**src/rtl/seq_arith_pkg.sv**
```systemverilog
// Shared types for seq_arith_unit: opcode and FSM state encodings, iteration counter sizing.
package seq_arith_pkg;

  typedef enum logic [1:0] {
    OP_DIV  = 2'b00,
    OP_SQRT = 2'b01,
    OP_MUL  = 2'b10,
    OP_REM  = 2'b11
  } op_e;

  typedef enum logic [1:0] {
    ST_IDLE,
    ST_COMPUTE,
    ST_SIGN,
    ST_DONE
  } state_e;

  localparam int unsigned DEF_WORD_LENGHT = 8;

  // Counter must hold the full iteration count W, not just W-1.
  function automatic int unsigned iter_cnt_w(input int unsigned w);
    return $clog2(w) + 1;
  endfunction

endpackage

```
**src/rtl/seq_arith_unit_magnitude_to_a2.sv**
```systemverilog
// Combinational sign-magnitude to two's-complement conversion; a zero magnitude never yields a negative result.
module magnitude_to_a2 #(
  parameter int unsigned WIDTH = 16
) (
  input  logic [WIDTH-1:0] mag_i,
  input  logic             sign_i,
  output logic [WIDTH-1:0] a2_o
);

  always_comb begin
    a2_o = mag_i;
    if (sign_i && (mag_i != '0)) begin
      a2_o = ~mag_i + {{(WIDTH-1){1'b0}}, 1'b1};
    end
  end

endmodule

```
**src/rtl/seq_arith_unit.sv**
```systemverilog
// Multi-cycle shift/subtract MUL/DIV/REM/SQRT on sign-magnitude operands, two's-complement result.
// Optional SEQ_ARITH_EARLY_EXIT_EN: MUL leaves COMPUTE once the remaining multiplier bits are zero.
module seq_arith_unit
  import seq_arith_pkg::*;
#(
  parameter int unsigned WORD_LENGHT = DEF_WORD_LENGHT
) (
  input  logic                     clk,
  input  logic                     rst,
  input  logic [WORD_LENGHT-1:0]   operand_1,
  input  logic                     sign_1,
  input  logic [WORD_LENGHT-1:0]   operand_2,
  input  logic                     sign_2,
  input  logic [1:0]               opCode,
  input  logic                     start,
  input  logic                     error_in,
  output logic [2*WORD_LENGHT-1:0] result,
  output logic                     busy,
  output logic                     ready,
  output logic                     error_out
);

  localparam int unsigned W  = WORD_LENGHT;
  localparam int unsigned W2 = 2 * W;
  localparam int unsigned HW = W / 2;
  localparam int unsigned SR = HW + 3;
  localparam int unsigned CW = iter_cnt_w(W);

  state_e          state_q, state_d;
  op_e             op_q, op_d;
  logic            sgn1_q, sgn1_d, sgn2_q, sgn2_d;
  logic [CW-1:0]   cnt_q, cnt_d;
  logic [W2-1:0]   a_q, a_d;
  logic [W2-1:0]   b_q, b_d;
  logic [W-1:0]    c_q, c_d;
  logic [W2-1:0]   res_q, res_d;
  logic            err_q, err_d;

  op_e             op_in;
  logic            bad_in;
  logic            last_iter;
  logic [W:0]      div_r, div_t;
  logic [SR-1:0]   sq_r, sq_t;
  logic [SR:0]     sq_diff;
  logic [W2-1:0]   mag;
  logic            mag_sign;
  logic [W2-1:0]   a2_res;

  assign op_in  = op_e'(opCode);
  assign bad_in = error_in
                || (((op_in == OP_DIV) || (op_in == OP_REM)) && (operand_2 == '0))
                || ((op_in == OP_SQRT) && sign_1);

`ifdef SEQ_ARITH_EARLY_EXIT_EN
  assign last_iter = (cnt_q == CW'(1)) || ((op_q == OP_MUL) && (c_q[W-1:1] == '0));
`else
  assign last_iter = (cnt_q == CW'(1));
`endif

  // a_q: product / partial remainder; b_q: shifted multiplicand, dividend or radicand; c_q: multiplier, divisor or root
  always_comb begin
    div_r   = {a_q[W-1:0], b_q[W-1]};
    div_t   = div_r - {1'b0, c_q};
    sq_r    = {a_q[HW:0], b_q[W-1 -: 2]};
    sq_t    = {1'b0, c_q[HW-1:0], 2'b01};
    sq_diff = {1'b0, sq_r} - {1'b0, sq_t};
  end

  always_ff @(posedge clk or negedge rst) begin
    if (!rst) begin
      state_q <= ST_IDLE;
      op_q    <= OP_DIV;
      sgn1_q  <= 1'b0;
      sgn2_q  <= 1'b0;
      cnt_q   <= '0;
      a_q     <= '0;
      b_q     <= '0;
      c_q     <= '0;
      res_q   <= '0;
      err_q   <= 1'b0;
    end else begin
      state_q <= state_d;
      op_q    <= op_d;
      sgn1_q  <= sgn1_d;
      sgn2_q  <= sgn2_d;
      cnt_q   <= cnt_d;
      a_q     <= a_d;
      b_q     <= b_d;
      c_q     <= c_d;
      res_q   <= res_d;
      err_q   <= err_d;
    end
  end

  always_comb begin
    state_d = state_q;
    unique case (state_q)
      ST_IDLE: begin
        if (start) begin
          if (bad_in) begin
            state_d = ST_DONE;
`ifdef SEQ_ARITH_EARLY_EXIT_EN
          end else if ((op_in == OP_MUL) && (operand_2 == '0)) begin
            state_d = ST_SIGN;
`endif
          end else begin
            state_d = ST_COMPUTE;
          end
        end
      end
      ST_COMPUTE: if (last_iter) state_d = ST_SIGN;
      ST_SIGN:    state_d = ST_DONE;
      ST_DONE:    state_d = ST_IDLE;
      default:    state_d = ST_IDLE;
    endcase
  end

  always_comb begin
    op_d   = op_q;
    sgn1_d = sgn1_q;
    sgn2_d = sgn2_q;
    cnt_d  = cnt_q;
    a_d    = a_q;
    b_d    = b_q;
    c_d    = c_q;
    res_d  = res_q;
    err_d  = err_q;
    unique case (state_q)
      ST_IDLE: begin
        if (start) begin
          op_d   = op_in;
          sgn1_d = sign_1;
          sgn2_d = sign_2;
          a_d    = '0;
          b_d    = {{W{1'b0}}, operand_1};
          c_d    = (op_in == OP_SQRT) ? '0 : operand_2;
          cnt_d  = (op_in == OP_SQRT) ? CW'(HW) : CW'(W);
          if (bad_in) begin
            res_d = '0;
            err_d = 1'b1;
          end
        end
      end
      ST_COMPUTE: begin
        cnt_d = cnt_q - CW'(1);
        unique case (op_q)
          OP_MUL: begin
            a_d = a_q + (c_q[0] ? b_q : '0);
            b_d = b_q << 1;
            c_d = c_q >> 1;
          end
          OP_SQRT: begin
            b_d = b_q << 2;
            if (!sq_diff[SR]) begin
              a_d = W2'(sq_diff[SR-1:0]);
              c_d = {c_q[W-2:0], 1'b1};
            end else begin
              a_d = W2'(sq_r);
              c_d = {c_q[W-2:0], 1'b0};
            end
          end
          default: begin
            if (!div_t[W]) begin
              a_d = W2'(div_t[W-1:0]);
              b_d = {b_q[W2-2:0], 1'b1};
            end else begin
              a_d = W2'(div_r[W-1:0]);
              b_d = {b_q[W2-2:0], 1'b0};
            end
          end
        endcase
      end
      ST_SIGN: begin
        res_d = a2_res;
        err_d = 1'b0;
      end
      default: ;
    endcase
  end

  always_comb begin
    mag      = '0;
    mag_sign = 1'b0;
    unique case (op_q)
      OP_MUL: begin
        mag      = a_q;
        mag_sign = sgn1_q ^ sgn2_q;
      end
      OP_DIV: begin
        mag      = {{W{1'b0}}, b_q[W-1:0]};
        mag_sign = sgn1_q ^ sgn2_q;
      end
      OP_REM: begin
        mag      = {{W{1'b0}}, a_q[W-1:0]};
        mag_sign = sgn1_q;
      end
      default: mag = {{(W2-HW){1'b0}}, c_q[HW-1:0]};
    endcase
  end

  magnitude_to_a2 #(
    .WIDTH (W2)
  ) u_mag_to_a2 (
    .mag_i  (mag),
    .sign_i (mag_sign),
    .a2_o   (a2_res)
  );

  always_comb begin
    busy      = (state_q == ST_COMPUTE) || (state_q == ST_SIGN);
    ready     = (state_q == ST_DONE);
    result    = res_q;
    error_out = err_q;
  end

endmodule

```
**config.mk**
```make
export PLATFORM = sky130hd
export DESIGN_NAME = seq_arith_unit
export DESIGN_NICKNAME = d
export VERILOG_FILES = /design/src/rtl/seq_arith_pkg.sv /design/src/rtl/seq_arith_unit_magnitude_to_a2.sv /design/src/rtl/seq_arith_unit.sv
export SDC_FILE = /design/constraint.sdc
export NUM_CORES = 1
export LEC_CHECK = 0
export BUFFER_PORTS_ARGS = -buffer_cell sky130_fd_sc_hd__clkbuf_2
export CELL_PAD_IN_SITES_DETAIL_PLACEMENT = 0
export CELL_PAD_IN_SITES_GLOBAL_PLACEMENT = 2
export CORE_UTILIZATION = 40
export CTS_CLUSTER_SIZE = 14
export DETAILED_ROUTE_END_ITERATION = 7
export PLACE_DENSITY_LB_ADDON = 0.1
export SETUP_SLACK_MARGIN = 0.5
export SYNTH_ARGS = -nofsm -noshare
export SYNTH_HDL_FRONTEND = slang
export SYNTH_SLANG_ARGS = --single-unit
export TNS_END_PERCENT = 5
```
**constraint.sdc**
```tcl
create_clock -name clk -period 6.2 [get_ports clk]
set_clock_uncertainty 0.15 [all_clocks]
set_input_delay 0.62 -clock clk [delete_from_list [all_inputs] [get_ports clk]]
set_output_delay 0.62 -clock clk [all_outputs]
set_load 0.05 [all_outputs]
```
======== After elaboration in Yosys (flattened, before gate mapping) ========
Cells that the tools add are included.
word-level totals
  word-level logic and storage cells ...... 81
  register bits ........................... 67
  input bits .............................. 24
cells by class
  equal/unequal tests ..................... 13
  add/subtract/negate cells ............... 5
  bitwise gates (word level) .............. 2
  reductions and logical operators ........ 20
  multiplexer cells ....................... 31
operator list
  kind                   number
  $pmux 16 s2            5
  $mux 16                6
  $pmux 16 s3            1
  $pmux 8 s2             2
  $mux 8                 3
  $add 16x1->16 const B  1
  $add 16x16->16         1
  $not 16->16            1
  $reduce_bool 16->1     1
  $eq 2x2->1 const B     5
  $sub 9x8->9            1
  $logic_not 8->1        1
  $mux 4                 2
  $pmux 2 s4             1
  $pmux 4 s2             1
  $sub 7x6->8            1
  $mux 7                 1
  $eq 2x1->1 const B     3
  $logic_not 2->1        3
  $mux 2                 3
  $ne 2x2->1 const B     3
  $reduce_and 2->1       3
  $reduce_and 3->1       2
  $eq 4x1->1 const B     1
  other kinds (9)        19

======== Logic depth before layout (Yosys ltp) ========
Gate-level depths: netlist of the first run.
  depth after elaboration ................. 8
  depth in mapped cells ................... 11
  gate-level depth less buffers ........... 10

======== By module ========
From an unflattened synthesis of the first run, not the netlist that was laid out.
unflattened totals
  cell total of the unflattened synthesis .. 645
  area, all modules ....................... 5447.7 um2
modules (own cells, without submodules)
  module           area each (um2)  cells each  times used  seq. area each (um2)
  seq_arith_unit   4999.8           586         1           1676.6
  magnitude_to_a2  447.9            59          1           0.0

======== Least setup slack after synthesis of the first run ========
No wires, ideal clock.
  path type ............................... register to register
  start ................................... register c_q[0]
  end ..................................... register a_q[15]
  required time ........................... 5.926 ns
  stages on the path, launching flop included .. 11
  path buffers ............................ 2
  arrival time ............................ 2.471 ns
  setup slack ............................. 3.455 ns
  clock period less this slack ............ 2.745 ns
  setup time .............................. 0.124 ns
  path through ............................ dfrtp_1 > clkbuf_1 > clkbuf_1 > and2_1 > ha_1 > a21oi_1 > nand2_1 > a221oi_2 > a21oi_1 > o211a_1 > a211o_1
on the way
  longest elaborated chain between the ends .. 4
ends and longest elaborated chain
  what                    RTL line               RTL
  start, declared         seq_arith_unit.sv:35   logic [W-1:0] c_q, c_d;
  start signal, assigned  seq_arith_unit.sv:78   c_q <= '0;
  start signal, assigned  seq_arith_unit.sv:89   c_q <= c_d;
  $mux 16                 seq_arith_unit.sv:148  a_d = a_q + (c_q[0] ? b_q : '0);
  $add 16x16->16          seq_arith_unit.sv:148
  $pmux 16 s2             seq_arith_unit.sv:146  unique case (op_q)
  $pmux 16 s2             seq_arith_unit.sv:128  unique case (state_q)
  end signal, assigned    seq_arith_unit.sv:76   a_q <= '0;
  end signal, assigned    seq_arith_unit.sv:87   a_q <= a_d;
  end, declared           seq_arith_unit.sv:33   logic [W2-1:0] a_q, a_d;
No other way between the ends.
A chain may end at the register's enable or synchronous reset.

======== Worst setup path in the final report of the first run ========
  start ................................... register op_q[1]
  end ..................................... register res_q[14] (netlist: result[14])
on the way
  longest elaborated chain between the ends .. 6
  elaborated cells on any way between the ends .. 12
  those cells by class .................... add/sub: 1; eq/ne: 2; mux: 4; bitwise: 1; reduce/logical: 4
ends and longest elaborated chain
  what                                                RTL line                                                                    RTL
  start, declared                                     seq_arith_unit.sv:30                                                        op_e op_q, op_d;
  start signal, assigned                              seq_arith_unit.sv:83                                                        op_q <= op_d;
  $eq 2x2->1 or $logic_not 2->1 (tied branches)       seq_arith_unit.sv:184                                                       unique case (op_q)
  $pmux 16 s3 or $reduce_or 2->1 (tied branches)      -
  $not 16->16, or another cell as far along           seq_arith_unit_magnitude_to_a2.sv:13                                        a2_o = ~mag_i + {{(WIDTH-1){1'b0}}, 1'b1};
  $add 16x1->16 or $logic_and 1x1->1 (tied branches)  seq_arith_unit_magnitude_to_a2.sv:13, seq_arith_unit_magnitude_to_a2.sv:12
  $mux 16 (*)                                         seq_arith_unit_magnitude_to_a2.sv:12                                        if (sign_i && (mag_i != '0)) begin
  $pmux 16 s2 (*)                                     seq_arith_unit.sv:128
  end signal, assigned                                seq_arith_unit.sv:90                                                        res_q <= res_d;
  end, declared                                       seq_arith_unit.sv:36                                                        logic [W2-1:0] res_q, res_d;
Every way passes the cells marked *; elsewhere a longest branch is shown, timed or not.

==> results of run 1 <==
## cells by family after synthesis
| logic type | after synthesis |
|---|---|
| flops | 67 |
| fa+ha+maj | 43 |
| compound gates | 228 |
| simple gates | 249 |
| mux | 17 |
| buf+inv | 63 |
| xor+xnor | 24 |
## cell usage in the layout (no fill, tap or decap), types with 8 or more instances in the layout
| master | instances |
|---|---|
| inv_1 | 30 |
| nand2_1 | 89 |
| ha_1 | 41 |
| clkbuf_16 | 9 |
| a22oi_1 | 14 |
| and2_1 | 16 |
| clkbuf_2 | 41 |
| o31ai_1 | 10 |
| nand3_1 | 19 |
| a21oi_1 | 49 |
| o21ai_0 | 49 |
| xnor2_1 | 17 |
| or3_1 | 8 |
| mux2i_1 | 10 |
| o21a_1 | 8 |
| o21ai_1 | 9 |
| a221oi_1 | 11 |
| nor2_1 | 56 |
| nor3_1 | 16 |
| dfrtp_1 | 67 |
## routing by layer
metal | wire length, µm | track usage
met1 | 8310 | 0.334
met2 | 8380 | 0.410
met3 | 501 | 0.0390
met4 | 384 | 0.0887
met5 | 0 | 0
## final cells by class
class / instances / area, µm² / share of cell area
clock inverter: 5 / 77.6 / 0.0122
tap: 180 / 225 / 0.0355
multi-input combinational: 561 / 3750 / 0.592
inverter: 30 / 113 / 0.0178
timing repair buffer: 49 / 263 / 0.0415
clock buffer: 11 / 233 / 0.0367
sequential: 67 / 1680 / 0.265
## power by group through the flow
stage	logic (mW)	registers (mW)	clock network (mW)
2_1_floorplan	1.91	0.839	0
3_3_place_gp	2.49	0.829	0
3_5_place_dp	2.51	0.835	0
4_1_cts	2.53	0.827	0.569
5_1_grt	2.80	0.856	0.588
6_report	2.53	0.830	0.562
## registers in the layout (all words and copies together) (netlist names)
name and flops:
c_q 8, result 16, b_q 16, sgn2_q 1, sgn1_q 1, op_q 2, a_q 16, cnt_q 4
error_out 1, state_q 2
## worst max-delay path: stages, from the launching register on
cell and delay (ps):
dfrtp_1 410, inv_1 90, ha_1 140, buf_4 340, inv_1 270, o21ai_0 460
ha_1 280, nor2b_1 410, a41oi_2 170, xor2_1 310, o21ai_1 100
## path summary, 6_finish.rpt
check	slack (ps)	endpoint	cells after the start	start
worst max-delay path	2930	result[14]$_DFFE_PN0P_	10	op_q[1]$_DFFE_PN0P_
worst min-delay path	330	a_q[11]$_DFFE_PN0P_	2	rst
worst max register to register	2930	result[14]$_DFFE_PN0P_	10	op_q[1]$_DFFE_PN0P_
worst min register to register	330	result[0]$_DFFE_PN0P_	2	result[0]$_DFFE_PN0P_
max in group asynchronous	4910	c_q[0]$_DFFE_PN0P_	2	rst
min in group clk	330	result[0]$_DFFE_PN0P_	2	result[0]$_DFFE_PN0P_
## synth_stat cells, drive strengths merged, types with 10 or more instances
cell    instances  area, µm²
nand2          89        334
dfrtp          67       1680
o21ai          62        325
nor2           57        216
a21oi          55        298
ha             41        513
inv            30        113
nand3          19       95.1
and2           17        106
clkbuf         17       63.8
xnor2          17        149
buf            16        103
nor3           16       80.1
a22oi          14        105
a221oi         12        111
mux2i          10        100
o31ai          10       75.1
==> metrics.yaml, run 1 <==
stdcell_area_um2: 6340
pin_count: 43
finalWirelength_mm: 17.6
antenna_found_initial: 0
synth-edff-count: 0
drtAntennaViolNets: 0
finalNonFillerCells: 903
synthMuxAreaShare: 0.0321
viasPerCell: 5.88
ir_drop_mv: 0.273
total_power_mw: 3.92
syn_avg_cell_area_um2: 8.25
timing.hold.ws_ps: 328
wl_per_cell_um: 19.5
p_switching_mw: 2.06
nets: 785
grt_pass1_wl_mm: 28.2
p_seq_frac: 0.212
power.share.switching: 0.524
fp-row-count: 43
ys.flop_type: "dfrtp_1"
syn_area_um2: 5700
cts-root-buf: "clkbuf_16"
outcome: "complete, no violations"
maxCapViolCount: 0
synth_simple_gate_area_frac: 0.212
ys_types: 79
finalHoldViolCount: 0
die_area_um2: 14700
vias: 5306
place.gp.congestion: 0.841
async_reset_ff_frac: 1.00
yosys.area_share.xor_xnor: 0.0382
die_height_um: 121
critPathKind: "register to register"
crit_arrival_ps: 3340
setup.worst_path.end_class: "register"
yosys.area_share.adder: 0.0970
pwr-share-clk: 0.143
start_util: 0.411
die_w_um: 121
place_ws_ps: 2940
cts_tree: "yes"
first_iter_violations: 300
cts_hold_buf: 0
synth-compound-area-share: 0.278
antenna_cells: 0
ctsHtreeMaxLevel: 3
leakage_nw: 2.77
clock_latency_ps: 340
setup_slack_ps: 2930
path_max_fanout: 29
hp-class: "input port to asynchronous set/reset pin"
post-route-util: 0.457
drive_above_1_share: 0.137
slew_violations: 0
dp.cells: 887
yosys_register_bits: 67
rsz0062_at_grt: "no"
grtUsageTotal: 0.251
worstMarginPinSlew_ps: 1130
p_comb_frac: 0.645
grt_pass1_vias: 5171
post-dp-hpwl_mm: 12.8
grt-ovfl-total: 0
tns_ps: 0
port_buffers: 42
cts.path.max_buffers: 2
intPower_mw: 1.87
power_density_nw_per_um2: 619
firstDrtPassIters: 5
synth_fp_nets: 758
drc: 0
critPathRequiredTime_ps: 6270
yosys_warnings: 0
slew_headroom: 0.240
synth_seq_area_share: 0.294
min_period_ps: 3270
timing.final.crit_share: 0.528
fmax_mhz: 306
worst_setup_path_start_kind: "register"
fillers: 1432
path_clk_slew_ps: 60
area_growth_pct: 11.2
cts-resized-gates: 0
synth_top_family_by_area: "compound AO/OA/AOI/OAI gates"
synth_cells: 691
cts.sinks: 67
cts_setup_buffers: 0
grt_max_degree: 68
setup_violations: 0
cts_made_buffers: 9
coreArea_um2: 13900
placed_area_um2: 6020
(Power assumes the default switching activity.)
==> run 2: changes to the inputs <==
--- a/config.mk
+++ b/config.mk
@@ -8,7 +8,7 @@
 export BUFFER_PORTS_ARGS = -buffer_cell sky130_fd_sc_hd__clkbuf_2
 export CELL_PAD_IN_SITES_DETAIL_PLACEMENT = 0
 export CELL_PAD_IN_SITES_GLOBAL_PLACEMENT = 2
-export CORE_UTILIZATION = 40
+export CORE_UTILIZATION = 37
 export CTS_CLUSTER_SIZE = 14
 export DETAILED_ROUTE_END_ITERATION = 7
 export PLACE_DENSITY_LB_ADDON = 0.1
==> constraint.sdc (replaced) <==
create_clock -name clk -period 3.3 [get_ports clk]
set_clock_uncertainty 0.15 [all_clocks]
set_input_delay 0.33 -clock clk [delete_from_list [all_inputs] [get_ports clk]]
set_output_delay 0.33 -clock clk [all_outputs]
set_load 0.05 [all_outputs]
==> run 2 against run 1 <==
Non-clock buffer count rose by 21. Setup slack got worse by 2500 ps. Sequential power rose by 82%. Wire length rose by 2.9%. Sequential share of layout area fell by 0.58 points. Register-to-register slack got worse by 2500 ps. Utilization fell by 1.7 points. First-iteration DRC count rose by 11%. Die area rose by 8.0%. Maximum frequency rose by 14%.
==> metrics.yaml, run 2 (same netlist as run 1, synthesis figures left out) <==
drive_above_1_share: 0.161
cts_setup_buffers: 0
setup_violations: 0
critPathBufInv: 0
nets: 806
worstMarginPinSlew_ps: 761
path_clk_slew_ps: 60
wl_per_cell_um: 19.5
antenna_found_initial: 0
leakage_nw: 2.86
r2r-end: "a_q[6]$_DFFE_PN0P_"
clock_latency_ps: 350
worst_setup_path_start_kind: "register"
total_power_mw: 7.50
place_ws_ps: 437
whs_endpoint: "sgn2_q$_DFFE_PN0P_"
drc: 0
outcome: "complete, no violations"
setup_slack_ps: 432
drtAntennaViolNets: 0
cts_made_buffers: 9
die_area_um2: 15900
start_util: 0.386
timing.hold.ws_ps: 75.9
cts.sinks: 67
critical-path-max-stage-delay_ps: 640
finalWirelength_mm: 18.1
finalNonFillerCells: 928
crit_family: "compound AO/OA/AOI/OAI gates"
critPathRequiredTime_ps: 3370
hp-start: "sign_2"
cts.path.max_buffers: 2
pin_count: 43
port_buffers: 42
rsz0062_at_grt: "yes"
min_delay_path_depth: 2
grt_pass1_vias: 5225
ctsHtreeMaxLevel: 3
slowest_stage: "dfrtp_1"
coreArea_um2: 14800
rr_startpoint: "a_q[4]$_DFFE_PN0P_"
min_period_ps: 2870
die_w_um: 126
path_max_fanout: 10
grtUsageTotal: 0.235
grt.met1_usage: 0.302
antenna_cells: 0
cp.depth: 7
place.gp.congestion: 0.868
timing.final.crit_share: 0.869
layout_common_cells: "nand2_1 (89), dfrtp_1 (67), nor2_1 (56)"
crit_arrival_ps: 2940
first_iter_violations: 333
dp.cells: 911
critPathKind: "register to register"
grt-busiest-layer: "met2"
vias: 5448
slew_violations: 0
die_height_um: 126
placed_area_um2: 6180
grt-ovfl-total: 0
final_common_cell: "nand2_1"
stdcell_area_um2: 6480
area_growth_pct: 13.7
fmax_mhz: 349
setup.worst_path.end_class: "register"
grt_pass1_wl_mm: 28.6
tns_ps: 0
power_density_nw_per_um2: 1160
grt_max_degree: 34
ff2ff_setup_slack_ps: 430
cts-root-buf: "clkbuf_16"
finalHoldViolCount: 0
post-route-util: 0.439
worst_r2r_path_depth: 7
ir_drop_mv: 0.467
slew_headroom: 0.493
met2_usage: 0.389
post-dp-hpwl_mm: 13.8
maxCapViolCount: 0
crit_chain: "ha_1 -> o21ai_0 -> a21boi_0 -> o22a_4 -> xnor2_1 -> a221oi_1 -> o31ai_1"
grt.met3_usage: 0.0433
firstDrtPassIters: 5
viasPerCell: 5.87
fp-row-count: 44
hp-class: "input port to register"
cts_tree: "yes"
-- run 2: power breakdown --
part	switching (mW)	internal, mW
Sequential	0.386	1.13
Combinational	3.13	1.88
Clock	0.392	0.583
Total	3.91	3.58
-- run 2: worst register-to-register path, stage by stage (launching register included) --
cell      delay, ps
dfrtp_1         640
ha_1            350
o21ai_0         320
a21boi_0        180
o22a_4          290
xnor2_1         160
a221oi_1        520
o31ai_1         120
-- run 2: layout make-up --
type                    instances  area (µm²)
multi-input cells             561        3750
flip-flops and latches         67        1680
inverters                      30         113
well taps                     184         230
clock inverters                 5        53.8
repair buffers                 70         423
fillers                      1495        8270
clock buffers                  11         233
-- run 2: metal layers --
metal / vias up / routed length [µm] / part of all wire
li1: 2637 / - / -
met2: 164 / 8470 / 0.47
met1: 2616 / 8360 / 0.46
met4: 0 / 469 / 0.026
met5: - / 0 / 0
met3: 31 / 781 / 0.043
-- run 2: worst max path at each step --
stage	from	endpoint	slack, ps
finish	a_q[4]$_DFFE_PN0P_	a_q[6]$_DFFE_PN0P_	430
global route	a_q[4]$_DFFE_PN0P_	a_q[4]$_DFFE_PN0P_	270
CTS	b_q[7]$_DFFE_PN0P_	a_q[0]$_DFFE_PN0P_	440
detailed placement	c_q[0]$_DFFE_PN0P_	a_q[15]$_DFFE_PN0P_	440
global placement	b_q[7]$_DFFE_PN0P_	a_q[0]$_DFFE_PN0P_	480
floorplan	c_q[0]$_DFFE_PN0P_	a_q[15]$_DFFE_PN0P_	560
-- run 2: timing repair --
item | CTS | global route
hold endpoints to repair | 31 | 0
setup endpoints to repair | 5 | 26
resized for setup | 1 | 1
hold buffers | 1 | 0
==> run 3: changes to the inputs <==
--- a/config.mk
+++ b/config.mk
@@ -5,7 +5,8 @@
 export SDC_FILE = /design/constraint.sdc
 export NUM_CORES = 1
 export LEC_CHECK = 0
-export BUFFER_PORTS_ARGS = -buffer_cell sky130_fd_sc_hd__clkbuf_2
+export ABC_CLOCK_PERIOD_IN_PS = 3300
+export BUFFER_PORTS_ARGS = -buffer_cell sky130_fd_sc_hd__buf_2
 export CELL_PAD_IN_SITES_DETAIL_PLACEMENT = 0
 export CELL_PAD_IN_SITES_GLOBAL_PLACEMENT = 2
 export CORE_UTILIZATION = 37
==> run 3 against run 2 <==
Maximum frequency increased by 4.7%. Largest power group unchanged. Non-clock buffer count increased by 3. Die area unchanged. Combinational power grew 2%. Global-route usage is 0.26 points higher. Critical path depth rose by 1. Hold slack improved by 10 ps. Wire length increased by 1.0%. Register-to-register slack gained 130 ps. First-iteration DRC count shrank 7.2%. Sequential cell count stayed put.
==> metrics.yaml, run 3 (same netlist as run 1, synthesis figures left out) <==
power.share.switching: 0.517
p_switching_mw: 3.96
path_clk_slew_ps: 60
wl_per_cell_um: 19.6
place_ws_ps: 432
grt.met1_usage: 0.315
coreArea_um2: 14800
ctsHtreeMaxLevel: 3
tns_ps: 0
drc: 0
hp-start: "sign_2"
min_period_ps: 2740
viasPerCell: 5.83
antenna_found_initial: 0
setup_slack_ps: 561
place.gp.congestion: 0.889
nets: 809
grt.met3_usage: 0.0365
vias: 5427
cts.path.max_buffers: 2
area_growth_pct: 14.9
pin_count: 43
cts.sinks: 67
post-dp-hpwl_mm: 13.8
layout_common_cells: "nand2_1 (89), dfrtp_1 (64), nor2_1 (56)"
finalWirelength_mm: 18.3
total_power_mw: 7.66
met2_usage: 0.396
hp-class: "input port to register"
fp-row-count: 44
slew_headroom: 0.524
die_area_um2: 15900
rr_startpoint: "state_q[1]$_DFFE_PN0P_"
cts-root-buf: "clkbuf_16"
antenna_cells: 0
die_height_um: 126
grtUsageTotal: 0.237
intPower_mw: 3.70
power_density_nw_per_um2: 1170
slew_violations: 0
drive_above_1_share: 0.171
ir_drop_mv: 0.435
outcome: "complete, no violations"
critPathRequiredTime_ps: 3370
clock_latency_ps: 340
pwr-share-clk: 0.136
first_iter_violations: 309
timing.final.crit_share: 0.830
grt_max_degree: 42
crit_start: "state_q[1]$_DFFE_PN0P_"
rsz0062_at_grt: "yes"
grt_pass1_wl_mm: 29.2
worst_setup_path_start_kind: "register"
p_comb_frac: 0.666
worstMarginPinSlew_ps: 709
drtAntennaViolNets: 0
grt_pass1_vias: 5278
firstDrtPassIters: 5
cts_made_buffers: 9
fillers: 1490
grt-ovfl-total: 0
setup.worst_path.end_class: "register"
critPathKind: "register to register"
grt-busiest-layer: "met2"
leakage_nw: 2.89
p_seq_frac: 0.198
start_util: 0.386
final_common_cell: "nand2_1"
die_w_um: 126
setup_violations: 0
path_max_fanout: 7
maxCapViolCount: 0
finalHoldViolCount: 0
port_buffers: 42
cts_tree: "yes"
crit_arrival_ps: 2810
fmax_mhz: 365
## run 3: cell count changes in the layout (fill, tap and decap cells not counted), moves of 2 or more
cell      delta
dfrtp_1      -3
buf_4        +2
clkbuf_2    -40
dfrtp_2      +3
buf_2       +41
## run 3: layer usage
metal  vias to the layer above  share of wire
met4                         0          0.018
met2                       145           0.48
met1                      2622           0.46
li1                       2639              -
met3                        21          0.037
met5                         -              0
## run 3: cell type report
cell class              count  area, µm²  area share
repair buffers             73        443      0.0676
clock buffers              11        233      0.0355
multi-input cells         561       3770       0.576
inverters                  30        113      0.0172
clock inverters             5       77.6      0.0118
flip-flops and latches     67       1680       0.257
well taps                 184        230      0.0352
## run 3: power by group through the flow
stage / logic [mW] / clock network (mW) / registers [mW]
3_3_place_gp: 4.94 / 0 / 1.52
3_5_place_dp: 5.00 / 0 / 1.52
6_report: 5.10 / 1.04 / 1.51
5_1_grt: 5.63 / 1.09 / 1.56
2_1_floorplan: 3.58 / 0 / 1.58
4_1_cts: 5.05 / 1.07 / 1.51
## run 3: stage by stage
step	hold slack, ps	utilization	instances	cell area, µm²
2_1_floorplan	-116	-	691	5700
3_3_place_gp	214	0.419	912	6180
3_5_place_dp	220	0.419	912	6180
4_1_cts	80.1	0.442	929	6530
5_1_grt	94.1	0.444	931	6550
6_report	86.4	0.444	931	6550
## run 3: final timing paths
path	slack (ps)	depth (start not counted)	end
max	560	8	a_q[7]$_DFFE_PN0P_
min	90	2	sgn2_q$_DFFE_PN0P_
max reg2reg	560	8	a_q[7]$_DFFE_PN0P_
min reg2reg	330	2	result[14]$_DFFE_PN0P_
max in group asynchronous	2070	3	b_q[0]$_DFFE_PN0P_
min in group asynchronous	380	3	b_q[9]$_DFFE_PN0P_
## run 3: worst max-delay path: stages, from the launching register on
cell and delay (ps):
dfrtp_1 410, inv_1 100, ha_1 360, inv_1 210, o21ai_1 610, nand2_1 140
mux2_2 300, nor3_1 240, nor3_1 90
## run 3: repair_timing
action	in CTS	in global routing
gates resized for setup	4	4
buffers inserted	0	2
hold buffers	1	0
endpoints found under the setup margin	9	28
hold endpoints to repair	67	0
